==> config.mk <==
export PLATFORM = sky130hd
export DESIGN_NAME = gat_feat_stream_out
export DESIGN_NICKNAME = d
export VERILOG_FILES = /design/src/rtl/gat_pkg.sv /design/src/rtl/gat_sync_fifo.sv /design/src/rtl/gat_feat_stream_out.sv
export SDC_FILE = /design/constraint.sdc
export NUM_CORES = 1
export LEC_CHECK = 0
export CAP_MARGIN = 20
export CORE_MARGIN = 10
export CORE_UTILIZATION = 25
export DETAILED_ROUTE_END_ITERATION = 7
export GPL_TIMING_DRIVEN = 0
export PLACE_DENSITY = 0.51
export SYNTH_ARGS = -nofsm -noshare
export SYNTH_HDL_FRONTEND = slang
export SYNTH_SLANG_ARGS = --single-unit
==> constraint.sdc <==
create_clock -name clk -period 2.95 [get_ports clk]
set_input_delay 0.4425 -clock clk [delete_from_list [all_inputs] [get_ports clk]]
set_output_delay 0.4425 -clock clk [all_outputs]
set_load 0.01 [all_outputs]
==> src/rtl/gat_pkg.sv <==
// Shared types and default sizing for the GAT feature stream-out slice.
// The top-level parameters default to these constants so both stay consistent.
package gat_pkg;

  localparam int NEW_FEATURE_WIDTH  = 32;
  localparam int NUM_SUBGRAPHS      = 2708;
  localparam int NUM_FEATURE_OUT    = 16;
  localparam int NEW_FEATURE_DEPTH  = NUM_SUBGRAPHS * NUM_FEATURE_OUT;
  localparam int NEW_FEATURE_ADDR_W = $clog2(NEW_FEATURE_DEPTH);

  typedef enum logic [1:0] {
    IDLE,
    READ,
    DRAIN,
    DONE
  } gat_state_e;

  typedef struct packed {
    logic [NEW_FEATURE_WIDTH-1:0] data;
    logic                         user;
    logic                         last;
  } feat_entry_t;

  // Travels alongside an outstanding BRAM read until its data returns.
  typedef struct packed {
    logic valid;
    logic user;
    logic last;
  } rd_tag_t;

endpackage

==> src/rtl/gat_sync_fifo.sv <==
// Small synchronous FIFO with a head read straight from flop storage.
// Push and pop may happen in the same cycle; the caller guarantees no overflow.
module gat_sync_fifo #(
  parameter  int WIDTH = 34,
  parameter  int DEPTH = 4,
  localparam int PTR_W = $clog2(DEPTH),
  localparam int CNT_W = $clog2(DEPTH) + 1
) (
  input  logic             clk,
  input  logic             rst_n,
  input  logic             push,
  input  logic [WIDTH-1:0] wdata,
  input  logic             pop,
  output logic [WIDTH-1:0] rdata,
  output logic [CNT_W-1:0] count,
  output logic             empty
);

  logic [WIDTH-1:0] mem_q [DEPTH];
  logic [PTR_W-1:0] wr_ptr_q, wr_ptr_d;
  logic [PTR_W-1:0] rd_ptr_q, rd_ptr_d;
  logic [CNT_W-1:0] count_q, count_d;
  logic             pop_ok;

  always_comb begin
    pop_ok   = pop && (count_q != '0);
    wr_ptr_d = wr_ptr_q + PTR_W'(push);
    rd_ptr_d = rd_ptr_q + PTR_W'(pop_ok);
    count_d  = count_q + CNT_W'(push) - CNT_W'(pop_ok);
  end

  always_ff @(posedge clk or negedge rst_n) begin
    if (!rst_n) begin
      wr_ptr_q <= '0;
      rd_ptr_q <= '0;
      count_q  <= '0;
      // NOTE: storage is reset so the head reads 0 out of reset; fine at this depth, not for a real RAM.
      for (int i = 0; i < DEPTH; i++) mem_q[i] <= '0;
    end else begin
      // NOTE: non-blocking so every flop samples pre-edge values regardless of statement order.
      wr_ptr_q <= wr_ptr_d;
      rd_ptr_q <= rd_ptr_d;
      count_q  <= count_d;
      if (push) mem_q[wr_ptr_q] <= wdata;
    end
  end

  assign rdata = mem_q[rd_ptr_q];
  assign count = count_q;
  assign empty = (count_q == '0);

  overflow_a: assert property (@(posedge clk) disable iff (!rst_n)
    !(push && (count_q == CNT_W'(DEPTH)) && !pop_ok));

endmodule

==> src/rtl/gat_feat_stream_out.sv <==
// Sweeps the new-feature BRAM once per gat_ready rising edge and streams every word
// over AXI4-Stream, using read credits so the prefetch FIFO can never overflow.
module gat_feat_stream_out #(
  parameter int NEW_FEATURE_WIDTH  = gat_pkg::NEW_FEATURE_WIDTH,
  parameter int NUM_SUBGRAPHS      = gat_pkg::NUM_SUBGRAPHS,
  parameter int NUM_FEATURE_OUT    = gat_pkg::NUM_FEATURE_OUT,
  parameter int NEW_FEATURE_DEPTH  = NUM_SUBGRAPHS * NUM_FEATURE_OUT,
  parameter int NEW_FEATURE_ADDR_W = $clog2(NEW_FEATURE_DEPTH),
  parameter int RD_LATENCY         = 1,
  parameter int FIFO_DEPTH         = 4
) (
  input  logic                          clk,
  input  logic                          rst_n,
  input  logic                          gat_ready,
  output logic [NEW_FEATURE_ADDR_W+1:0] feat_bram_addrb,
  input  logic [NEW_FEATURE_WIDTH-1:0]  feat_bram_dout,
  output logic [NEW_FEATURE_WIDTH-1:0]  m_axis_tdata,
  output logic                          m_axis_tvalid,
  input  logic                          m_axis_tready,
  output logic                          m_axis_tuser,
  output logic                          m_axis_tlast,
  output logic                          busy,
  output logic                          done
);
  import gat_pkg::*;

  localparam int CNT_W  = $clog2(FIFO_DEPTH) + 1;
  localparam int FEAT_W = (NUM_FEATURE_OUT > 1) ? $clog2(NUM_FEATURE_OUT) : 1;
  localparam logic [NEW_FEATURE_ADDR_W-1:0] LAST_IDX  = NEW_FEATURE_ADDR_W'(NEW_FEATURE_DEPTH - 1);
  localparam logic [FEAT_W-1:0]             LAST_FEAT = FEAT_W'(NUM_FEATURE_OUT - 1);

  gat_state_e                    state_q, state_d;
  logic                          busy_q, busy_d;
  logic                          done_q, done_d;
  logic                          gat_ready_q;
  logic [NEW_FEATURE_ADDR_W-1:0] rd_idx_q, rd_idx_d;
  logic [FEAT_W-1:0]             feat_cnt_q, feat_cnt_d;
  rd_tag_t                       tag_q [RD_LATENCY];
  rd_tag_t                       tag_d [RD_LATENCY];

  logic [CNT_W-1:0] fifo_count;
  logic [CNT_W-1:0] inflight;
  logic [CNT_W:0]   occupancy;
  logic             start, issue, fifo_push, fifo_pop, fifo_empty;
  feat_entry_t      fifo_wdata, fifo_head;

  always_comb begin
    // NOTE: defaults first so no path leaves a variable unassigned and infers a latch.
    state_d    = state_q;
    busy_d     = busy_q;
    done_d     = 1'b0;
    rd_idx_d   = rd_idx_q;
    feat_cnt_d = feat_cnt_q;

    inflight = '0;
    for (int i = 0; i < RD_LATENCY; i++) inflight = inflight + CNT_W'(tag_q[i].valid);
    occupancy = {1'b0, fifo_count} + {1'b0, inflight};

    start    = (state_q == IDLE) && gat_ready && !gat_ready_q;
    issue    = (state_q == READ) && (occupancy < (CNT_W+1)'(FIFO_DEPTH));
    fifo_pop = m_axis_tvalid && m_axis_tready;

    case (state_q)
      IDLE: if (start) begin
        state_d    = READ;
        busy_d     = 1'b1;
        rd_idx_d   = '0;
        feat_cnt_d = '0;
      end
      READ: if (issue) begin
        feat_cnt_d = (feat_cnt_q == LAST_FEAT) ? '0 : feat_cnt_q + FEAT_W'(1);
        if (rd_idx_q == LAST_IDX) state_d  = DRAIN;
        else                      rd_idx_d = rd_idx_q + NEW_FEATURE_ADDR_W'(1);
      end
      // Leave as soon as the final beat handshakes so done follows it by one cycle.
      DRAIN: if ((inflight == '0) &&
                 (fifo_empty || ((fifo_count == CNT_W'(1)) && fifo_pop))) begin
        state_d = DONE;
        busy_d  = 1'b0;
        done_d  = 1'b1;
      end
      DONE: begin
        state_d    = IDLE;
        rd_idx_d   = '0;
        feat_cnt_d = '0;
      end
      default: state_d = IDLE;
    endcase

    tag_d[0] = '{valid: issue,
                 user:  issue && (feat_cnt_q == '0),
                 last:  issue && (rd_idx_q == LAST_IDX)};
    for (int i = 1; i < RD_LATENCY; i++) tag_d[i] = tag_q[i-1];

    fifo_push  = tag_q[RD_LATENCY-1].valid;
    fifo_wdata = '{data: feat_bram_dout,
                   user: tag_q[RD_LATENCY-1].user,
                   last: tag_q[RD_LATENCY-1].last};
  end

  always_ff @(posedge clk or negedge rst_n) begin
    if (!rst_n) begin
      state_q     <= IDLE;
      busy_q      <= 1'b0;
      done_q      <= 1'b0;
      // A level already high when reset releases must not look like a fresh edge.
      gat_ready_q <= 1'b1;
      rd_idx_q    <= '0;
      feat_cnt_q  <= '0;
      for (int i = 0; i < RD_LATENCY; i++) tag_q[i] <= '0;
    end else begin
      state_q     <= state_d;
      busy_q      <= busy_d;
      done_q      <= done_d;
      gat_ready_q <= gat_ready;
      rd_idx_q    <= rd_idx_d;
      feat_cnt_q  <= feat_cnt_d;
      for (int i = 0; i < RD_LATENCY; i++) tag_q[i] <= tag_d[i];
    end
  end

  gat_sync_fifo #(
    .WIDTH ($bits(feat_entry_t)),
    .DEPTH (FIFO_DEPTH)
  ) u_fifo (
    .clk   (clk),
    .rst_n (rst_n),
    .push  (fifo_push),
    .wdata (fifo_wdata),
    .pop   (fifo_pop),
    .rdata (fifo_head),
    .count (fifo_count),
    .empty (fifo_empty)
  );

  assign feat_bram_addrb = {rd_idx_q, 2'b00};
  assign m_axis_tvalid   = !fifo_empty;
  assign m_axis_tdata    = fifo_head.data;
  assign m_axis_tuser    = fifo_head.user;
  assign m_axis_tlast    = fifo_head.last;
  assign busy            = busy_q;
  assign done            = done_q;

endmodule
==> flow_summary_export.csv <==
group,metric,value,unit
global_routing,grt_pass1_wl,30200,um
worst_setup_path,cp.buffers_inverters,3,
floorplan,placeableCoreArea,30700,um^2
worst_setup_path,crit_type,"reg -> out",
worst_setup_path,arrival,2.42,ns
run_status,status,"finished with violations",
floorplan,rows,64,
synthesis,ys_seq_area_frac,0.547,
synthesis,yosys_most_used_dff,"dfrtp_1",
synthesis,async_reset_ff_frac,1.00,
detailed_routing,vias,4799,
power_and_ir_drop,pwr-share-clk,0.221,
detailed_routing,viasPerCell,4.54,
detailed_routing,drt_iter0_drc,271,
sta,finalSetupViolCount,0,
worst_setup_path,rr_startpoint,"u_fifo.count[1]$_DFF_PN0_",
synthesis,ys_types,54,
job,max_cap_violations,0,
floorplan,die-area,38800,um^2
clock_network,cts.clk_slew.worst_paths,0.07,ns
power_and_ir_drop,cellLeakagePower,4.03,nW
power_and_ir_drop,p_int,0.00756,W
worst_setup_path,r2r-end,"fifo_wdata[0]$_DFF_PN0_",
sta,finalCritPeriodShare,0.969,
detailed_routing,drc,0,
clock_network,root_buffer,"clkbuf_16",
global_routing,antenna_found_initial,1,
clock_network,clock_path_buffers,2,
worst_setup_path,reg2reg_depth,6,
final_layout,final_area,9890,um^2
synthesis,synth_warnings,0,
power_and_ir_drop,p_per_area,1110,nW/um^2
detailed_routing,postRouteAntennaNets,0,
worst_setup_path,cp_slowest_stage_delay,0.56,ns
floorplan,io_pins,91,
sta,worstMarginPinSlew,0.806,ns
power_and_ir_drop,pwr-share-comb,0.426,
placed_design,dp_hpwl,12600,um
detailed_routing,dr.pass1.iters,4,
sta,drv_slew,0,
synthesis,synth_edf_count,0,
sta,rsz0062_at_grt,"yes",
worst_setup_path,ff2ff_setup_slack,0.70,ns
synthesis,netlist_area,7830,um^2
detailed_routing,wirelength,18700,um
power_and_ir_drop,swShare,0.314,
final_layout,fillerInstances,3082,
global_routing,grt_util_all_layers,0.0999,
synthesis,synthesis.instances,540,
power_and_ir_drop,p_seq_frac,0.353,
sta,relSlewSlack,0.463,
worst_setup_path,worstSetupStartpointType,"register",
worst_setup_path,crit_family,"buffers and inverters",
floorplan,start_util,0.255,
clock_network,cts_hold_buffers,0,
sta,hold_violations,6,
global_routing,grt-ovfl-total,0,
worst_setup_path,worstSetupEndpointType,"output pin",
final_layout,drive_gt1_frac,0.345,
final_layout,finish.net_count,695,
placed_design,portBuffers,88,
worst_setup_path,cpMaxStageDelayCell,"mux4_2",
sta,timing.fmax,0.350,GHz
clock_network,insertion_delay,0.43,ns
hold_path,hp-class,"in -> async",
sta,clock_skew,0.0160,ns
worst_setup_path,crit_required,2.51,ns
sta,layout_min_cycle_time,2.86,ns
clock_network,cts_buffers,17,
clock_network,cts-htree-levels,4,
floorplan,dieHeight,197,um
placed_design,place_area,9240,um^2
synthesis,ys_ff_latch,171,
worst_setup_path,path_cells,"buf_2 -> buf_4 -> mux4_2 -> clkdlybuf4s50_1",
floorplan,die_w,197,um
global_routing,grt_max_degree,89,
clock_network,cts_tree,"yes",
run_status,violations,"negative hold slack",
worst_setup_path,crit_fanout,10,
sta,hold_slack,-0.0315,ns
clock_network,cts.sinks,171,
synthesis,synth_area_per_cell,14.5,um^2
power_and_ir_drop,p_sw,0.00346,W
final_layout,area_growth,26.3,%
global_routing,grt_pass1_vias,5148,
power_and_ir_drop,ir_drop,0.000435,V
detailed_routing,post_drt_wl_per_cell,17.7,um
placed_design,gp_congestion,0.775,
sta,tns,0,ns
==> repair_timing <==
action	in CTS	in global routing
endpoints found under the setup margin	29	28
resized for setup	7	1
setup buffers	0	0
==> flip-flops by register name, indices dropped and copies added (netlist names), 2 cells and up <==
register and count:
rd_idx_q 16, u_fifo.wr_ptr_q 2, u_fifo.rd_ptr_q 2, fifo_wdata 2
u_fifo.mem_q 136, state_q 2, u_fifo.count 3, feat_cnt_q 4
==> cell usage after synthesis, drive strengths merged (2+ instances only) <==
library cell | count | area [um^2]
a21o | 2 | 15.0
a21oi | 6 | 33.8
a31oi | 4 | 25.0
and2 | 4 | 25.0
and3 | 5 | 31.3
and4b | 2 | 20.0
buf | 13 | 68.8
clkbuf | 18 | 67.6
dfrtp | 170 | 4250
ha | 10 | 125
inv | 15 | 56.3
mux2 | 137 | 1540
mux2i | 3 | 30.0
mux4 | 34 | 766
nand2 | 22 | 82.6
nand2b | 4 | 25.0
nand3 | 17 | 97.6
nand3b | 2 | 15.0
nand4 | 7 | 50.1
nor2 | 7 | 26.3
nor3 | 3 | 15.0
nor4 | 3 | 25.0
o211ai | 7 | 66.3
o21ai | 9 | 45.0
o22ai | 2 | 12.5
o31ai | 6 | 45.0
o41ai | 2 | 17.5
or3 | 6 | 42.5
or4 | 2 | 15.0
xnor2 | 2 | 17.5
xor2 | 2 | 17.5
==> area by class of cell <==
cell class	instances	area, um^2	share of cell area
well taps	396	495	0.0501
inverters	15	56.3	0.00569
clock buffers	19	443	0.0448
plain buffers	30	150	0.0152
repair buffers	89	913	0.0923
flip-flops and latches	171	4280	0.433
diodes	1	2.50	0.000253
multi-input cells	324	3360	0.340
clock inverters	13	190	0.0192
==> cell usage in the layout (no fill, tap or decap), drive strengths merged, types with 7 or more instances in the layout <==
master and n:
dfrtp 170, mux2 137, clkdlybuf4s50 87, clkbuf 36, mux4 34, nand2 22, nand3 17, inv 17
buf 15, ha 10, o21ai 9, nor2 7, nand4 7, o211ai 7
==> layer usage <==
metal,global-route usage,share of wire
met1,0.129,0.47
met2,0.158,0.48
met3,0.0291,0.044
met4,0.0325,0.0099
met5,0,0
==> logic make-up (layout without fill, tap and decap cells) <==
family,count (synthesis),in the layout,share of synthesized area
AO/OA/AOI/OAI,45,45,0.0415
XOR/XNOR,4,4,0.00447
adder cells (fa/ha/maj),11,11,0.0185
buffers and inverters,46,166,0.0246
flip-flops,171,171,0.547
multiplexers,174,174,0.299
other,1,3,0.000479
AND/OR/NAND/NOR,88,88,0.0652
==> power groups by stage <==
stage / clock network (W) / registers (W) / logic, W
after floorplan: 0 / 0.00376 / 0.00307
after global placement: 0 / 0.00391 / 0.00479
after detailed placement: 0 / 0.00391 / 0.00484
after CTS: 0.00253 / 0.00390 / 0.00484
after global routing: 0.00262 / 0.00403 / 0.00516
final: 0.00243 / 0.00389 / 0.00470
==> worst max-delay path by stage <==
stage,from,endpoint,slack [ns],cells after the start
after floorplan,u_fifo.count[1]$_DFF_PN0_,state_q[1]$_DFFE_PN0P_,0.97,6
after global placement,rst_n,u_fifo.mem_q[121]$_DFFE_PN0P_,-6.28,1
after detailed placement,u_fifo.rd_ptr_q[1]$_DFF_PN0_,m_axis_tdata[27],0.12,4
after CTS,u_fifo.rd_ptr_q[0]$_DFF_PN0_,m_axis_tdata[15],-0.003,4
after global routing,u_fifo.rd_ptr_q[0]$_DFF_PN0_,m_axis_tdata[15],-0.07,4
final,u_fifo.rd_ptr_q[0]$_DFF_PN0_,m_axis_tdata[15],0.09,4
==> metrics by stage <==
step / total power [W] / worst slack [ns] / utilization / std cells / hold WS, ns
2_1_floorplan: 0.00683 / 0.966 / - / 541 / 0.147
5_1_grt: 0.0118 / -0.0718 / 0.322 / 1057 / 0.0250
3_5_place_dp: 0.00875 / 0.124 / 0.301 / 1026 / 0.474
6_report: 0.0110 / 0.0905 / 0.322 / 1058 / -0.0315
4_1_cts: 0.0113 / -0.00314 / 0.322 / 1057 / 0.0189
3_3_place_gp: 0.00870 / -6.28 / 0.300 / 1025 / 0.482
No activity file was read; power rests on OpenSTA's default activity.
